File: src/rtl/instr_mem_loader_pkg.sv
// Shared types and constants for the instruction memory loader.
// State encoding, word/checksum geometry and the default memory size.
package instr_mem_loader_pkg;

   typedef enum logic [2:0] {
      ST_IDLE  = 3'd0,
      ST_RECV  = 3'd1,
      ST_WRITE = 3'd2,
      ST_CHECK = 3'd3,
      ST_DONE  = 3'd4,
      ST_ERR   = 3'd5
   } state_t;

   localparam int WORD_BYTES    = 4;
   localparam int LANE_W        = $clog2(WORD_BYTES);
   localparam int CHK_W         = 8;
   localparam int DEF_MEM_BYTES = 96;

   // A new load may only begin from a resting state.
   function automatic logic can_start(input state_t s);
      return (s == ST_IDLE) || (s == ST_DONE) || (s == ST_ERR);
   endfunction

endpackage

File: src/rtl/instr_mem_loader_word_packer.sv
// Collects accepted bytes into a little-endian 32-bit word; word_full flags the
// byte that completes the word. Zero latency on word_full, no backpressure of its own.
module word_packer
   import instr_mem_loader_pkg::*;
(
   input  logic                      clk,
   input  logic                      reset,
   input  logic                      clear,
   input  logic                      push,
   input  logic [7:0]                byte_dat,
   output logic [8*WORD_BYTES-1:0]   word,
   output logic                      word_full
);

   logic [LANE_W-1:0] lane;
   logic [7:0]        lanes [WORD_BYTES];

   always_ff @(posedge clk or negedge reset) begin
      if (!reset) begin
         lane <= '0;
         for (int i = 0; i < WORD_BYTES; i++) lanes[i] <= '0;
      end else if (clear) begin
         lane <= '0;
         for (int i = 0; i < WORD_BYTES; i++) lanes[i] <= '0;
      end else if (push) begin
         lanes[lane] <= byte_dat;
         lane        <= lane + LANE_W'(1);
      end
   end

   always_comb begin
      word = '0;
      for (int i = 0; i < WORD_BYTES; i++) word[8*i +: 8] = lanes[i];
   end

   assign word_full = push && (lane == LANE_W'(WORD_BYTES - 1));

endmodule

File: src/rtl/instr_mem_loader.sv
// Streams a program into instruction memory one word per 4 bytes, then checks a trailing sum.
// Write strobe one cycle after the 4th byte; Byte_Ready drops during the write cycle.
module instr_mem_loader
   import instr_mem_loader_pkg::*;
#(
   parameter int          MEM_BYTES = DEF_MEM_BYTES,
   parameter logic [63:0] BASE_ADDR = 64'd0,
   parameter int          CNT_W     = 16
) (
   input  logic             clk,
   input  logic             reset,
   input  logic             Start,
   input  logic [CNT_W-1:0] Word_Count,
   input  logic [7:0]       Byte_In,
   input  logic             Byte_Valid,
   output logic             Byte_Ready,
   output logic             Wr_En,
   output logic [63:0]      Wr_Addr,
   output logic [31:0]      Wr_Data,
   output logic             Core_Hold,
   output logic             Busy,
   output logic             Done,
   output logic             Error
);

   state_t             state;
   state_t             state_nxt;
   logic [CNT_W-1:0]   word_idx;
   logic [CNT_W-1:0]   word_cnt;
   logic [CHK_W-1:0]   chk;
   logic [63:0]        addr_hold;
   logic [31:0]        data_hold;
   logic [31:0]        pack_word;
   logic               word_full;
   logic [CNT_W+1:0]   req_bytes;
   logic               count_bad;
   logic               start_go;
   logic               push;
   logic               last_word;
   logic [63:0]        cur_addr;

   // Extra two bits keep Word_Count*4 from wrapping before the capacity compare.
   assign req_bytes = {Word_Count, 2'b00};
   assign count_bad = (Word_Count == '0) || (req_bytes > (CNT_W+2)'(MEM_BYTES));
   assign start_go  = Start && can_start(state) && !count_bad;
   assign push      = Byte_Valid && (state == ST_RECV);
   assign last_word = (word_idx + CNT_W'(1)) == word_cnt;
   assign cur_addr  = BASE_ADDR + (64'(word_idx) << 2);

   word_packer u_packer (
      .clk       (clk),
      .reset     (reset),
      .clear     (start_go),
      .push      (push),
      .byte_dat  (Byte_In),
      .word      (pack_word),
      .word_full (word_full)
   );

   always_ff @(posedge clk or negedge reset) begin
      if (!reset) state <= ST_IDLE;
      else        state <= state_nxt;
   end

   always_comb begin
      state_nxt = state;
      unique case (state)
         ST_IDLE, ST_DONE, ST_ERR: begin
            if (Start) state_nxt = count_bad ? ST_ERR : ST_RECV;
         end
         ST_RECV: begin
            if (word_full) state_nxt = ST_WRITE;
         end
         ST_WRITE: begin
            state_nxt = last_word ? ST_CHECK : ST_RECV;
         end
         ST_CHECK: begin
            if (Byte_Valid) state_nxt = (Byte_In == chk) ? ST_DONE : ST_ERR;
         end
         default: state_nxt = ST_IDLE;
      endcase
   end

   always_comb begin
      Byte_Ready = 1'b0;
      Wr_En      = 1'b0;
      Busy       = 1'b0;
      Done       = 1'b0;
      Error      = 1'b0;
      Core_Hold  = 1'b1;
      unique case (state)
         ST_RECV:  begin Byte_Ready = 1'b1; Busy = 1'b1; end
         ST_WRITE: begin Wr_En = 1'b1; Busy = 1'b1; end
         ST_CHECK: begin Byte_Ready = 1'b1; Busy = 1'b1; end
         ST_DONE:  begin Done = 1'b1; Core_Hold = 1'b0; end
         ST_ERR:   Error = 1'b1;
         default:  ;
      endcase
   end

   // Address/data are live in the write cycle and held from registers otherwise.
   assign Wr_Addr = (state == ST_WRITE) ? cur_addr  : addr_hold;
   assign Wr_Data = (state == ST_WRITE) ? pack_word : data_hold;

   always_ff @(posedge clk or negedge reset) begin
      if (!reset) begin
         word_idx  <= '0;
         word_cnt  <= '0;
         chk       <= '0;
         addr_hold <= BASE_ADDR;
         data_hold <= '0;
      end else begin
         if (start_go) begin
            word_cnt <= Word_Count;
            word_idx <= '0;
            chk      <= '0;
         end
         if (push) chk <= chk + Byte_In;
         if (state == ST_WRITE) begin
            word_idx  <= word_idx + CNT_W'(1);
            addr_hold <= cur_addr;
            data_hold <= pack_word;
         end
      end
   end

endmodule
File: config.mk
export PLATFORM = sky130hd
export DESIGN_NAME = instr_mem_loader
export DESIGN_NICKNAME = d
export VERILOG_FILES = /design/src/rtl/instr_mem_loader_pkg.sv /design/src/rtl/instr_mem_loader_word_packer.sv /design/src/rtl/instr_mem_loader.sv
export SDC_FILE = /design/constraint.sdc
export NUM_CORES = 1
export LEC_CHECK = 0
export ABC_CLOCK_PERIOD_IN_PS = 4200
export BUFFER_PORTS_ARGS = -buffer_cell sky130_fd_sc_hd__buf_2
export CAP_MARGIN = 20
export CORE_ASPECT_RATIO = 0.9
export CORE_MARGIN = 2
export CORE_UTILIZATION = 60
export DETAILED_ROUTE_END_ITERATION = 12
export PLACE_DENSITY_LB_ADDON = 0.12
export SLEW_MARGIN = 20
export SYNTH_ARGS = -nofsm -noshare
export SYNTH_HDL_FRONTEND = slang
export SYNTH_SLANG_ARGS = --single-unit
File: constraint.sdc
create_clock -name clk -period 4.2 [get_ports clk]
set_clock_uncertainty 0.2 [all_clocks]
set_input_delay 0.21 -clock clk [delete_from_list [all_inputs] [get_ports clk]]
set_output_delay 0.21 -clock clk [all_outputs]
set_load 0.02 [all_outputs]
# After elaboration in Yosys (flattened, before gate mapping)
# Cells that the tools add are included.
[totals]
ff_bits = 173
output_inout_bits = 102
word_cells = 72
[classes]
add_sub_neg = 3
order_cmp = 3
n_eq_ne = 11
muxes = 26
bitwise = 1
n_reduce_logical = 17
[ops]
columns = ["op", "n"]
rows = [
  ["$mux 32", 3],
  ["$mux 64", 1],
  ["$bwmux 32", 1],
  ["$mux 16", 2],
  ["$mux 8", 3],
  ["$gt 18x7->1 const B", 1],
  ["$add 16x1->16 const B", 1],
  ["$demux 8 s2", 1],
  ["$eq 16x16->1", 1],
  ["$logic_not 16->1", 1],
  ["$mux 3", 4],
  ["$pmux 3 s4", 1],
  ["$add 8x8->8", 1],
  ["$eq 8x8->1", 1],
  ["$mux 1", 7],
  ["$eq 3x2->1 const B", 2],
  ["$eq 3x3->1 const B", 2],
  ["$mux 2", 3],
  ["$reduce_or 3->1", 2],
  ["$logic_and 1x1->1", 5],
  ["$ne 2x2->1 const B", 2],
  ["$reduce_bool 2->1", 2],
  ["$eq 3x1->1 const B", 1],
  ["$ge 3x3->1 const B", 1],
  ["other kinds (10)", 12],
]

# Longest topological paths before layout
# Gate-level depths: netlist of run 1.
[depth]
ltp_word = 8
depth_mapped = 8
ltp_nobuf = 8

# Hierarchy
# From an unflattened synthesis of run 1, not the netlist that was laid out.
[unflattened]
hier_cells = 733
area_unflattened_um2 = 7596.0
[modules_own_cells]
columns = ["module", "n_inst", "cells_each", "area_per_inst_um2"]
rows = [
  ["instr_mem_loader", 1, 605, 6012.0],
  ["word_packer", 1, 128, 1584.0],
]

# Least setup slack after synthesis of run 1
# OpenSTA, ideal clock, no wires.
[synth_timing]
path_kind = "flip-flop to flip-flop"
startpoint = "register state[2]"
endpoint = "register u_packer.lanes, in the netlist u_packer.word[31]"
setup_time_ps = 136
t_arrival_ps = 1916
required_time_ps = 3864
setup_slack_ps = 1948
path_stages_with_launch = 8
n_path_buf = 1
cell_sequence = "dfrtp_1 nor2b_1 nand2_1 nor2_1 buf_2 nand2_1 nand2_1 a21oi_1"
[synth_between]
elab_chain_cells = 6
word_cells_on_any_way = 11
cone_classes = "eq/ne: 3; mux: 1; reduce/logical: 7"
[synth_lines]
columns = ["element", "line_no", "source"]
rows = [
  ["start: declaration", "instr_mem_loader.sv:26", "state_t state;"],
  ["start signal: assignment", "instr_mem_loader.sv:62", "else state <= state_nxt;"],
  ["$eq 3x3->1 / $logic_not 3->1 (equally long branches)", "instr_mem_loader_pkg.sv:21", "return (s == ST_IDLE) || (s == ST_DONE) || (s == ST_ERR);"],
  ["$logic_or 1x1->1 (2 in a row)", "instr_mem_loader_pkg.sv:21", ""],
  ["$logic_and 1x1->1 (2 in a row)", "instr_mem_loader.sv:45", "assign start_go = Start && can_start(state) && !count_bad;"],
  ["$mux 32 / $reduce_bool 2->1 (equally long branches)", "--", ""],
  ["end signal: indexed assignment", "instr_mem_loader_word_packer.sv:26", "lanes[lane] <= byte_dat;"],
  ["end: declaration", "instr_mem_loader_word_packer.sv:16", "logic [7:0] lanes [WORD_BYTES];"],
]
# Parallel ways exist; a longest one is shown, timed or not.
# A chain may end at the register's enable or synchronous reset.

# Final worst setup path of run 1
[layout_timing]
startpoint = "register state[2]"
endpoint = "output Wr_Data[1]"
[layout_between]
elab_chain_cells = 2
[layout_lines]
columns = ["element", "line_no", "source"]
rows = [
  ["$eq 3x2->1", "instr_mem_loader.sv:103", "assign Wr_Data = (state == ST_WRITE) ? pack_word : data_hold;"],
  ["$mux 32", "--", ""],
  ["end: declaration", "instr_mem_loader.sv:19", "output logic [31:0] Wr_Data,"],
]
# Every way passes these cells.

==> results of run 1 <==
## cell type report
cell class,count,area [um2]
Tap cell,160,200
Clock inverter,9,135
Timing Repair Buffer,150,862
Multi-Input combinational cell,532,2910
Inverter,6,22.5
Clock buffer,22,464
Sequential cell,173,4330
Fill cell,891,3160
## sequential cells by signal, summed over array words and instances, names as in the netlist
register / flops
word_idx: 16
word_cnt: 16
chk: 8
u_packer.word: 32
data_hold: 32
u_packer.lane: 2
state: 3
addr_hold: 64
## worst paths after layout
check	from	endpoint	slack (ns)	cells past startpoint
worst min-delay path	reset	addr_hold[38]	0.26	2
min in group clk	data_hold[9]	data_hold[9]	0.27	2
max in group asynchronous	reset	data_hold[11]	2.63	3
worst max register to register	state[2]	u_packer.word[12]	1.28	7
worst max-delay path	state[2]	Wr_Data[1]	1.13	7
worst min register to register	data_hold[9]	data_hold[9]	0.27	2
## routing by layer
metal | vias up | share of wire, % | global-route usage [%]
met1 | 2804 | 46 | 38.3
met4 | 0 | 1.5 | 8.87
met5 | - | 0 | 0
li1 | 2773 | - | -
met3 | 27 | 6.5 | 6.28
met2 | 214 | 46 | 38.6
## kinds of logic after synthesis
logic type | synth area share [%]
AO/OA/AOI/OAI | 8.43
XOR/XNOR | 2.83
buffers and inverters | 2.88
multiplexers | 1.16
adder cells (fa/ha/maj) | 2.29
AND/OR/NAND/NOR | 24.2
flip-flops | 58.2
## power groups by stage
| stage | clock network [mW] | logic [mW] | registers, mW |
|---|---|---|---|
| after global routing | 1.69 | 2.12 | 2.56 |
| after CTS | 1.61 | 1.90 | 2.50 |
| after detailed placement | 0 | 1.87 | 2.52 |
| final | 1.59 | 1.89 | 2.50 |
| after floorplan | 0 | 1.50 | 2.32 |
| after global placement | 0 | 1.79 | 2.51 |
## worst max-delay path: cells and delay by family, from the launching register on
kind	cells	cell delay (ns)
and+or+nand+nor	4	0.52
DFF	1	0.44
buffers and inverters	3	1.25
## placed cells by master, fill, tap and decap left out, types with 4 or more instances in the layout
master         Yosys  routed
nor4_1             5       5
buf_2              9     128
dlygate4sd3_1      0      16
dfrtp_1          173     173
o41ai_1            5       5
nand3_1           40      40
clkbuf_16          0      17
nand4_1            5       5
inv_1              6       6
xnor2_1           12      12
nand2_1          212     211
nor2b_1           18      18
or3_1              4       4
a21oi_1           45      45
mux2_2             5       5
and2_1            49      49
xor2_1            12      12
o31ai_1            6       6
o21ai_0           24      24
buf_4              3       4
nor3_1             7       7
ha_1              12      12
nor2_1            24      23
o22ai_1            5       5
## what timing repair did
| action | in CTS | in global routing |
|---|---|---|
| hold endpoints to repair | 145 | 0 |
| resized for setup | 0 | 0 |
| hold buffers | 16 | 0 |
## stage by stage
step	hold slack [ns]	utilization [%]
final	0.256	73.9
after detailed placement	0.189	67.6
after CTS	0.271	73.9
after global routing	0.284	73.9
after global placement	0.170	67.6
after floorplan	-0.286	-
==> flow_metrics.tcl, run 1 <==
set metrics [dict create \
    status "finished clean" \
    fmax_ghz 0.326 \
    synth_edf_count 0 \
    max_slew_margin_pct 27.3 \
    yosysWarnings 0 \
    p_leak_nw 4.65 \
    maxSlewViolCount 0 \
    place_area_mm2 0.00816 \
    route.detailed.drc 0 \
    vias 5818 \
    gr-total-overflow 0 \
    syn2layout_area_growth_pct 19.9 \
    synth_cell_type_count 52 \
    gp_congestion 0.862 \
    layout.cells.non_filler 1052 \
    seq_power_share_pct 41.9 \
    die_x_um 121 \
    detailedPlace.worstSlack_ns 1.31 \
    drtAntennaViolNets 0 \
    diodes 0 \
    cts_setup_buffers 0 \
    grt_pass1_wl_mm 26.8 \
    worst_pin_slew_ns 1.09 \
    wl_per_cell_um 15.8 \
    synthTopCellsByCount "nand2_1 (212), dfrtp_1 (173), and2_1 (49)" \
    p_switching_mw 2.21 \
    htree_levels 4 \
    synth-main-ff-cell "dfrtp_1" \
    endpoint_kind "primary output" \
    drive_above_1_share_pct 20.1 \
    clockBufferDepth 2 \
    power_frac_comb_pct 31.6 \
    finalWirelength_mm 16.6 \
    port_buffers 129 \
    ir_drop_uv 447 \
    worst_path_max_delay_cell "inv_1" \
    setup_ws_ns 1.13 \
    grt_max_degree 119 \
    critPathArrivalTime_ns 2.66 \
    yosysTopAreaCell "dfrtp_1" \
    crit_top_cell "nand2_1" \
    die_area_mm2 0.0133 \
    switching_share_pct 36.9 \
    via_per_inst 5.53 \
    clockRootBuffer "clkbuf_16" \
    cts_buffers 17 \
    postSynthCellCount 756 \
    clk-insertion-delay-late_ns 0.43 \
    gr-usage-all-layers_pct 26.1 \
    ys_ff_latch 173 \
    final_area_mm2 0.00892 \
    grt_pass1_vias 5460 \
    netlist_top_cells_area "dfrtp_1 (58%), nand2_1 (11%), and2_1 (4.1%)" \
    postSynth.asyncResetShare_pct 100 \
    hold_viol_final 0 \
    cts.clk_slew.worst_paths_ns 0.06 \
    syn_avg_cell_area_um2 9.84 \
    coreArea_mm2 0.0121 \
    fin_crit_ns 3.07 \
    p_int_mw 3.77 \
    hold_path.class "input port to async pin" \
    drv_cap 0 \
    cts.sinks 173 \
    place_inst 1005 \
    synth_top_area_share_pct 58.2 \
    ios 130 \
    crit_fanout 34 \
    rsz0062_at_grt "false" \
    syn_nets 797 \
    syn_area_mm2 0.00744 \
    setup_viol 0 \
    hpwlAfterDp_mm 10.7 \
    setup_tns_ns 0 \
    initial_utilization_pct 61.6 \
    final_nets 921 \
    clkPwrFrac_pct 26.6 \
    critPathKind "flip-flop to primary output" \
    yosysMostFrequentCell "nand2_1" \
    rows 38 \
    seq_area_frac_synth_pct 58.2 \
    start_kind "flip-flop" \
    finalCritPeriodShare_pct 73.1 \
    dieHeight_um 110 \
    required_ns 3.79 \
    max_stage_delay_ns 0.60 \
    drtIter0Drc 531 \
    power_density_mw_per_mm2 671 \
    fin_total_pwr_mw 5.98 \
    drt_pre_antenna_iters 5 \
    cts_tree "built" \
    path_cells "nor2_1 -> nand2_4 -> inv_1 -> buf_4 -> nand2_1 -> nand2_1 -> buf_2" \
    antenna_found_initial 0 \
]
(Power assumes the default switching activity.)
==> run 2: changes to the inputs <==
--- a/config.mk
+++ b/config.mk
@@ -5,12 +5,12 @@
 export SDC_FILE = /design/constraint.sdc
 export NUM_CORES = 1
 export LEC_CHECK = 0
-export ABC_CLOCK_PERIOD_IN_PS = 4200
+export ABC_CLOCK_PERIOD_IN_PS = 2800
 export BUFFER_PORTS_ARGS = -buffer_cell sky130_fd_sc_hd__buf_2
 export CAP_MARGIN = 20
 export CORE_ASPECT_RATIO = 0.9
 export CORE_MARGIN = 2
-export CORE_UTILIZATION = 60
+export CORE_UTILIZATION = 50
 export DETAILED_ROUTE_END_ITERATION = 12
 export PLACE_DENSITY_LB_ADDON = 0.12
 export SLEW_MARGIN = 20
==> constraint.sdc (replaced) <==
create_clock -name clk -period 2.8 [get_ports clk]
set_clock_uncertainty 0.2 [all_clocks]
set_input_delay 0.14 -clock clk [delete_from_list [all_inputs] [get_ports clk]]
set_output_delay 0.14 -clock clk [all_outputs]
set_load 0.02 [all_outputs]
==> flow_metrics.tcl, run 2 (same netlist as run 1, synthesis figures left out) <==
set metrics [dict create \
    status "finished clean" \
    setup_viol 0 \
    cts_buffers 17 \
    initial_utilization_pct 50.9 \
    finalWirelength_mm 17.1 \
    worst_pin_slew_ns 0.683 \
    power_frac_comb_pct 32.1 \
    fin_crit_ns 2.58 \
    via_per_inst 5.27 \
    r2r_cells 7 \
    antenna_found_initial 0 \
    gr-usage-all-layers_pct 22.5 \
    coreArea_mm2 0.0146 \
    grt_pass1_vias 5562 \
    maxSlewViolCount 0 \
    wl_per_cell_um 15.6 \
    critPathKind "flip-flop to flip-flop" \
    grt_max_degree 88 \
    die_x_um 133 \
    clockBufferDepth 2 \
    ios 130 \
    finalCritPeriodShare_pct 92.1 \
    clkPwrFrac_pct 27.1 \
    ir_drop_uv 701 \
    gr-total-overflow 0 \
    start_kind "flip-flop" \
    setup_ws_ns 0.221 \
    final_nets 926 \
    power_density_mw_per_mm2 1000 \
    r2r-start "word_idx[0]" \
    largest_reg_flops 64 \
    port_buffers 129 \
    p_leak_nw 4.69 \
    dieHeight_um 120 \
    top_register "addr_hold" \
    max_slew_margin_pct 53.8 \
    cp-endpoint "state[1]" \
    mostFrequentLayoutCell "nand2_1" \
    grt_pass1_wl_mm 28.4 \
    drtAntennaViolNets 0 \
    endpoint_kind "flip-flop" \
    hold_path.class "input port to async pin" \
    htree_levels 4 \
    syn2layout_area_growth_pct 21.7 \
    rows 42 \
    switching_share_pct 37.2 \
    setup_tns_ns 0 \
    required_ns 2.96 \
    vias 5773 \
    p_switching_mw 3.38 \
    detailedPlace.worstSlack_ns 0.340 \
    fillers 1253 \
    route.detailed.drc 0 \
    r2r_setup_slack_ns 0.22 \
    drt_pre_antenna_iters 8 \
    drtIter0Drc 494 \
    crit_fanout 8 \
    clk-insertion-delay-late_ns 0.43 \
    p_int_mw 5.70 \
    cts.clk_slew.worst_paths_ns 0.06 \
    crit_start "word_idx[0]" \
    drive_above_1_share_pct 20.9 \
    cts_tree "built" \
    fmax_ghz 0.388 \
    drv_cap 0 \
    hold_viol_final 0 \
    register_area_mm2 0.00433 \
    gp_congestion 0.867 \
    cts.sinks 173 \
    diodes 0 \
    rsz0062_at_grt "false" \
    multi_input_area_mm2 0.00292 \
    r2r-end "state[1]" \
    cts_setup_buffers 0 \
    critPathArrivalTime_ns 2.74 \
    final_cell_mix "nand2_1 (211), dfrtp_1 (173), buf_2 (128), and2_1 (49), a21oi_1 (45)" \
    die_area_mm2 0.0159 \
    clockRootBuffer "clkbuf_16" \
    seq_power_share_pct 40.9 \
    hpwlAfterDp_mm 11.0 \
]
-- run 2: layout make-up --
class                           instances  area share [%]
Timing Repair Buffer                  154            10.2
Tap cell                              198            2.74
Multi-Input combinational cell        533            32.2
Clock inverter                         12            1.74
Sequential cell                       173            47.8
Clock buffer                           20            5.04
Inverter                                6           0.249
-- run 2: how the worst min path moves through the flow --
stage | startpoint | endpoint | slack, ns | cells past startpoint
after floorplan | reset | addr_hold[0] | -0.36 | 0
after global placement | reset | addr_hold[12] | -0.05 | 1
after detailed placement | reset | addr_hold[14] | -0.04 | 1
after CTS | reset | addr_hold[14] | 0.08 | 2
after global routing | reset | addr_hold[14] | 0.12 | 2
final | reset | addr_hold[14] | 0.06 | 2
-- run 2: timing repair --
item / in CTS / in global routing
endpoints found under the setup margin: 0 / 33
resized for setup: 0 / 3
hold buffers: 16 / 0
hold endpoints to repair: 98 / 0
-- run 2: worst max-delay path, cell delays in order (launching register included) --
cell     delay, ns
dfrtp_1       0.53
ha_1          0.33
nand3_1       0.22
nor2_1        0.33
a41oi_1       0.18
nor4_1        0.41
nand4_1       0.16
o21ai_2       0.15
-- run 2: power by group through the flow --
stage               registers, mW  clock network, mW  logic (mW)
detailed placement           3.74                  0        2.86
finish                       3.71               2.46        2.91
CTS                          3.70               2.50        2.91
global placement             3.70                  0        2.79
floorplan                    3.48                  0        2.25
global route                 3.81               2.61        3.25
-- run 2: metrics by stage --
step	hold slack (ns)	std cells	power, mW	cell area, um2	util [%]
4_1_cts	0.0805	1095	9.11	9040	61.9
3_5_place_dp	-0.0423	1047	6.60	8260	56.6
2_1_floorplan	-0.356	756	5.73	7440	-
5_1_grt	0.118	1096	9.67	9050	62.0
3_3_place_gp	-0.0493	1047	6.49	8260	56.6
6_report	0.0638	1096	9.08	9050	62.0
-- run 2: layer usage --
| metal | up-vias | GRT usage, % | wire length [um] |
|---|---|---|---|
| met1 | 2757 | 33.9 | 8390 |
| met3 | 23 | 5.58 | 997 |
| li1 | 2791 | - | - |
| met4 | 0 | 6.45 | 204 |
| met2 | 202 | 32.3 | 7470 |
| met5 | - | 0 | 0 |
==> run 3: changes to the inputs <==
--- a/config.mk
+++ b/config.mk
@@ -9,9 +9,9 @@
 export BUFFER_PORTS_ARGS = -buffer_cell sky130_fd_sc_hd__buf_2
 export CAP_MARGIN = 20
 export CORE_ASPECT_RATIO = 0.9
-export CORE_MARGIN = 2
 export CORE_UTILIZATION = 50
 export DETAILED_ROUTE_END_ITERATION = 12
+export MAX_ROUTING_LAYER = met4
 export PLACE_DENSITY_LB_ADDON = 0.12
 export SLEW_MARGIN = 20
 export SYNTH_ARGS = -nofsm -noshare
==> flow_metrics.tcl, run 3 (same netlist as run 1, synthesis figures left out) <==
set metrics [dict create \
    clockRootBuffer "clkbuf_16" \
    ios 130 \
    fin_total_pwr_mw 8.77 \
    path_cells "nor2_1 -> nand2_4 -> inv_1 -> buf_6 -> nand2_1 -> nand2_1 -> buf_2" \
    diodes 0 \
    endpoint_kind "primary output" \
    max_slew_margin_pct 53.9 \
    dieHeight_um 118 \
    gr-total-overflow 0 \
    max_stage_delay_ns 0.45 \
    gp_congestion 0.872 \
    cts.sinks 173 \
    crit_top_cell "nand2_1" \
    rows 41 \
    r2r-start "word_idx[0]" \
    r2r-end "state[1]" \
    coreArea_mm2 0.0143 \
    syn2layout_area_growth_pct 20.4 \
    drive_above_1_share_pct 20.4 \
    cts_setup_buffers 0 \
    power_density_mw_per_mm2 979 \
    clk-insertion-delay-late_ns 0.43 \
    cts_tree "built" \
    gr-usage-all-layers_pct 23.6 \
    finalWirelength_mm 16.6 \
    rsz0062_at_grt "false" \
    final_cell_mix "nand2_1 (211), dfrtp_1 (173), buf_2 (128), and2_1 (49), a21oi_1 (45)" \
    grt_max_degree 91 \
    crit_fanout 37 \
    hpwlAfterDp_mm 11.1 \
    cts.clk_slew.worst_paths_ns 0.07 \
    worst_pin_slew_ns 0.683 \
    vias 5718 \
    route.detailed.drc 0 \
    clockBufferDepth 2 \
    htree_levels 4 \
    timing.hold.ws_ns 0.0822 \
    drv_cap 0 \
    worst_path_max_delay_cell "dfrtp_1" \
    drtAntennaViolNets 0 \
    start_kind "flip-flop" \
    p_leak_nw 4.64 \
    die_x_um 131 \
    wl_per_cell_um 15.2 \
    grt_pass1_wl_mm 27.5 \
    status "finished clean" \
    setup_ws_ns 0.198 \
    critPathArrivalTime_ns 2.26 \
    fmax_ghz 0.384 \
    drt_pre_antenna_iters 5 \
    multi_input_area_mm2 0.00291 \
    maxSlewViolCount 0 \
    initial_utilization_pct 52.2 \
    mostFrequentLayoutCell "nand2_1" \
    critPathKind "flip-flop to primary output" \
    top_register "addr_hold" \
    finalCritPeriodShare_pct 92.9 \
    register_area_mm2 0.00433 \
    largest_reg_flops 64 \
    r2r_cells 7 \
    hold_path.class "input port to async pin" \
    setup_tns_ns 0 \
    ir_drop_uv 579 \
    drtIter0Drc 368 \
    port_buffers 129 \
    final_nets 924 \
    antenna_found_initial 0 \
    setup_viol 0 \
    hold_viol_final 0 \
    cts_buffers 17 \
    fillers 1235 \
    fin_crit_ns 2.60 \
    required_ns 2.46 \
    detailedPlace.worstSlack_ns 0.303 \
    die_area_mm2 0.0154 \
    via_per_inst 5.25 \
    grt_pass1_vias 5523 \
    r2r_setup_slack_ns 0.28 \
]
## run 3: cell count changes in the layout (fill, tap and decap cells not counted), sizes merged
cell / before / now
bufinv: 3 / 0
clkbuf: 20 / 22
clkinvlp: 3 / 5
buf: 138 / 137
clkinv: 2 / 1
nand2: 213 / 212
## run 3: layout make-up
cell class                 count  share of cell area [%]
inverter                       6                   0.251
sequential                   173                    48.3
timing repair buffer         153                    10.2
clock buffer                  22                    5.18
clock inverter                10                   0.908
tap                          193                    2.70
multi-input combinational    532                    32.4
## run 3: worst max-delay path by stage
stage | from | to | slack [ns] | cells after the start
floorplan | state[2] | u_packer.word[31] | 0.55 | 7
global placement | word_idx[0] | state[1] | 0.38 | 7
detailed placement | word_idx[0] | state[1] | 0.30 | 7
CTS | state[2] | Wr_Addr[2] | 0.10 | 7
global route | state[2] | Wr_Addr[2] | 0.007 | 7
finish | state[2] | Wr_Addr[2] | 0.20 | 7
## run 3: metrics by stage
step / instance area (um2) / instances / util, %
global route: 8960 / 1089 / 62.8
CTS: 8950 / 1089 / 62.8
global placement: 8250 / 1041 / 57.8
detailed placement: 8250 / 1041 / 57.8
finish: 8960 / 1089 / 62.8
floorplan: 7440 / 756 / -
## run 3: timing repair
item	in CTS	in global routing
hold buffers	16	0
endpoints found under the hold margin	155	0
resized for setup	0	1
endpoints found under the setup margin	0	22
## run 3: worst max-delay path, delay by kind of cell, from the launching register on
kind / cells / cell delay, ns
and+or+nand+nor: 4 / 0.74
buffers and inverters: 3 / 0.64
DFF: 1 / 0.45
## run 3: power by group
part / total (mW) / internal (mW) / switching [mW]
logic: 2.87 / 1.07 / 1.80
registers: 3.72 / 3.16 / 0.562
clock network: 2.17 / 1.19 / 0.980
total: 8.77 / 5.42 / 3.35
## run 3: per-layer routing
layer  global-route usage, %  routed length (um)  share of wire [%]  up-vias
li1                        -                   -                  -     2785
met1                    33.8                7970                 48     2747
met2                    33.7                7470                 45      171
met3                    5.00                 980                5.9       15
met4                    7.04                 172                1.0        0
met5                       -                   0                  0        -
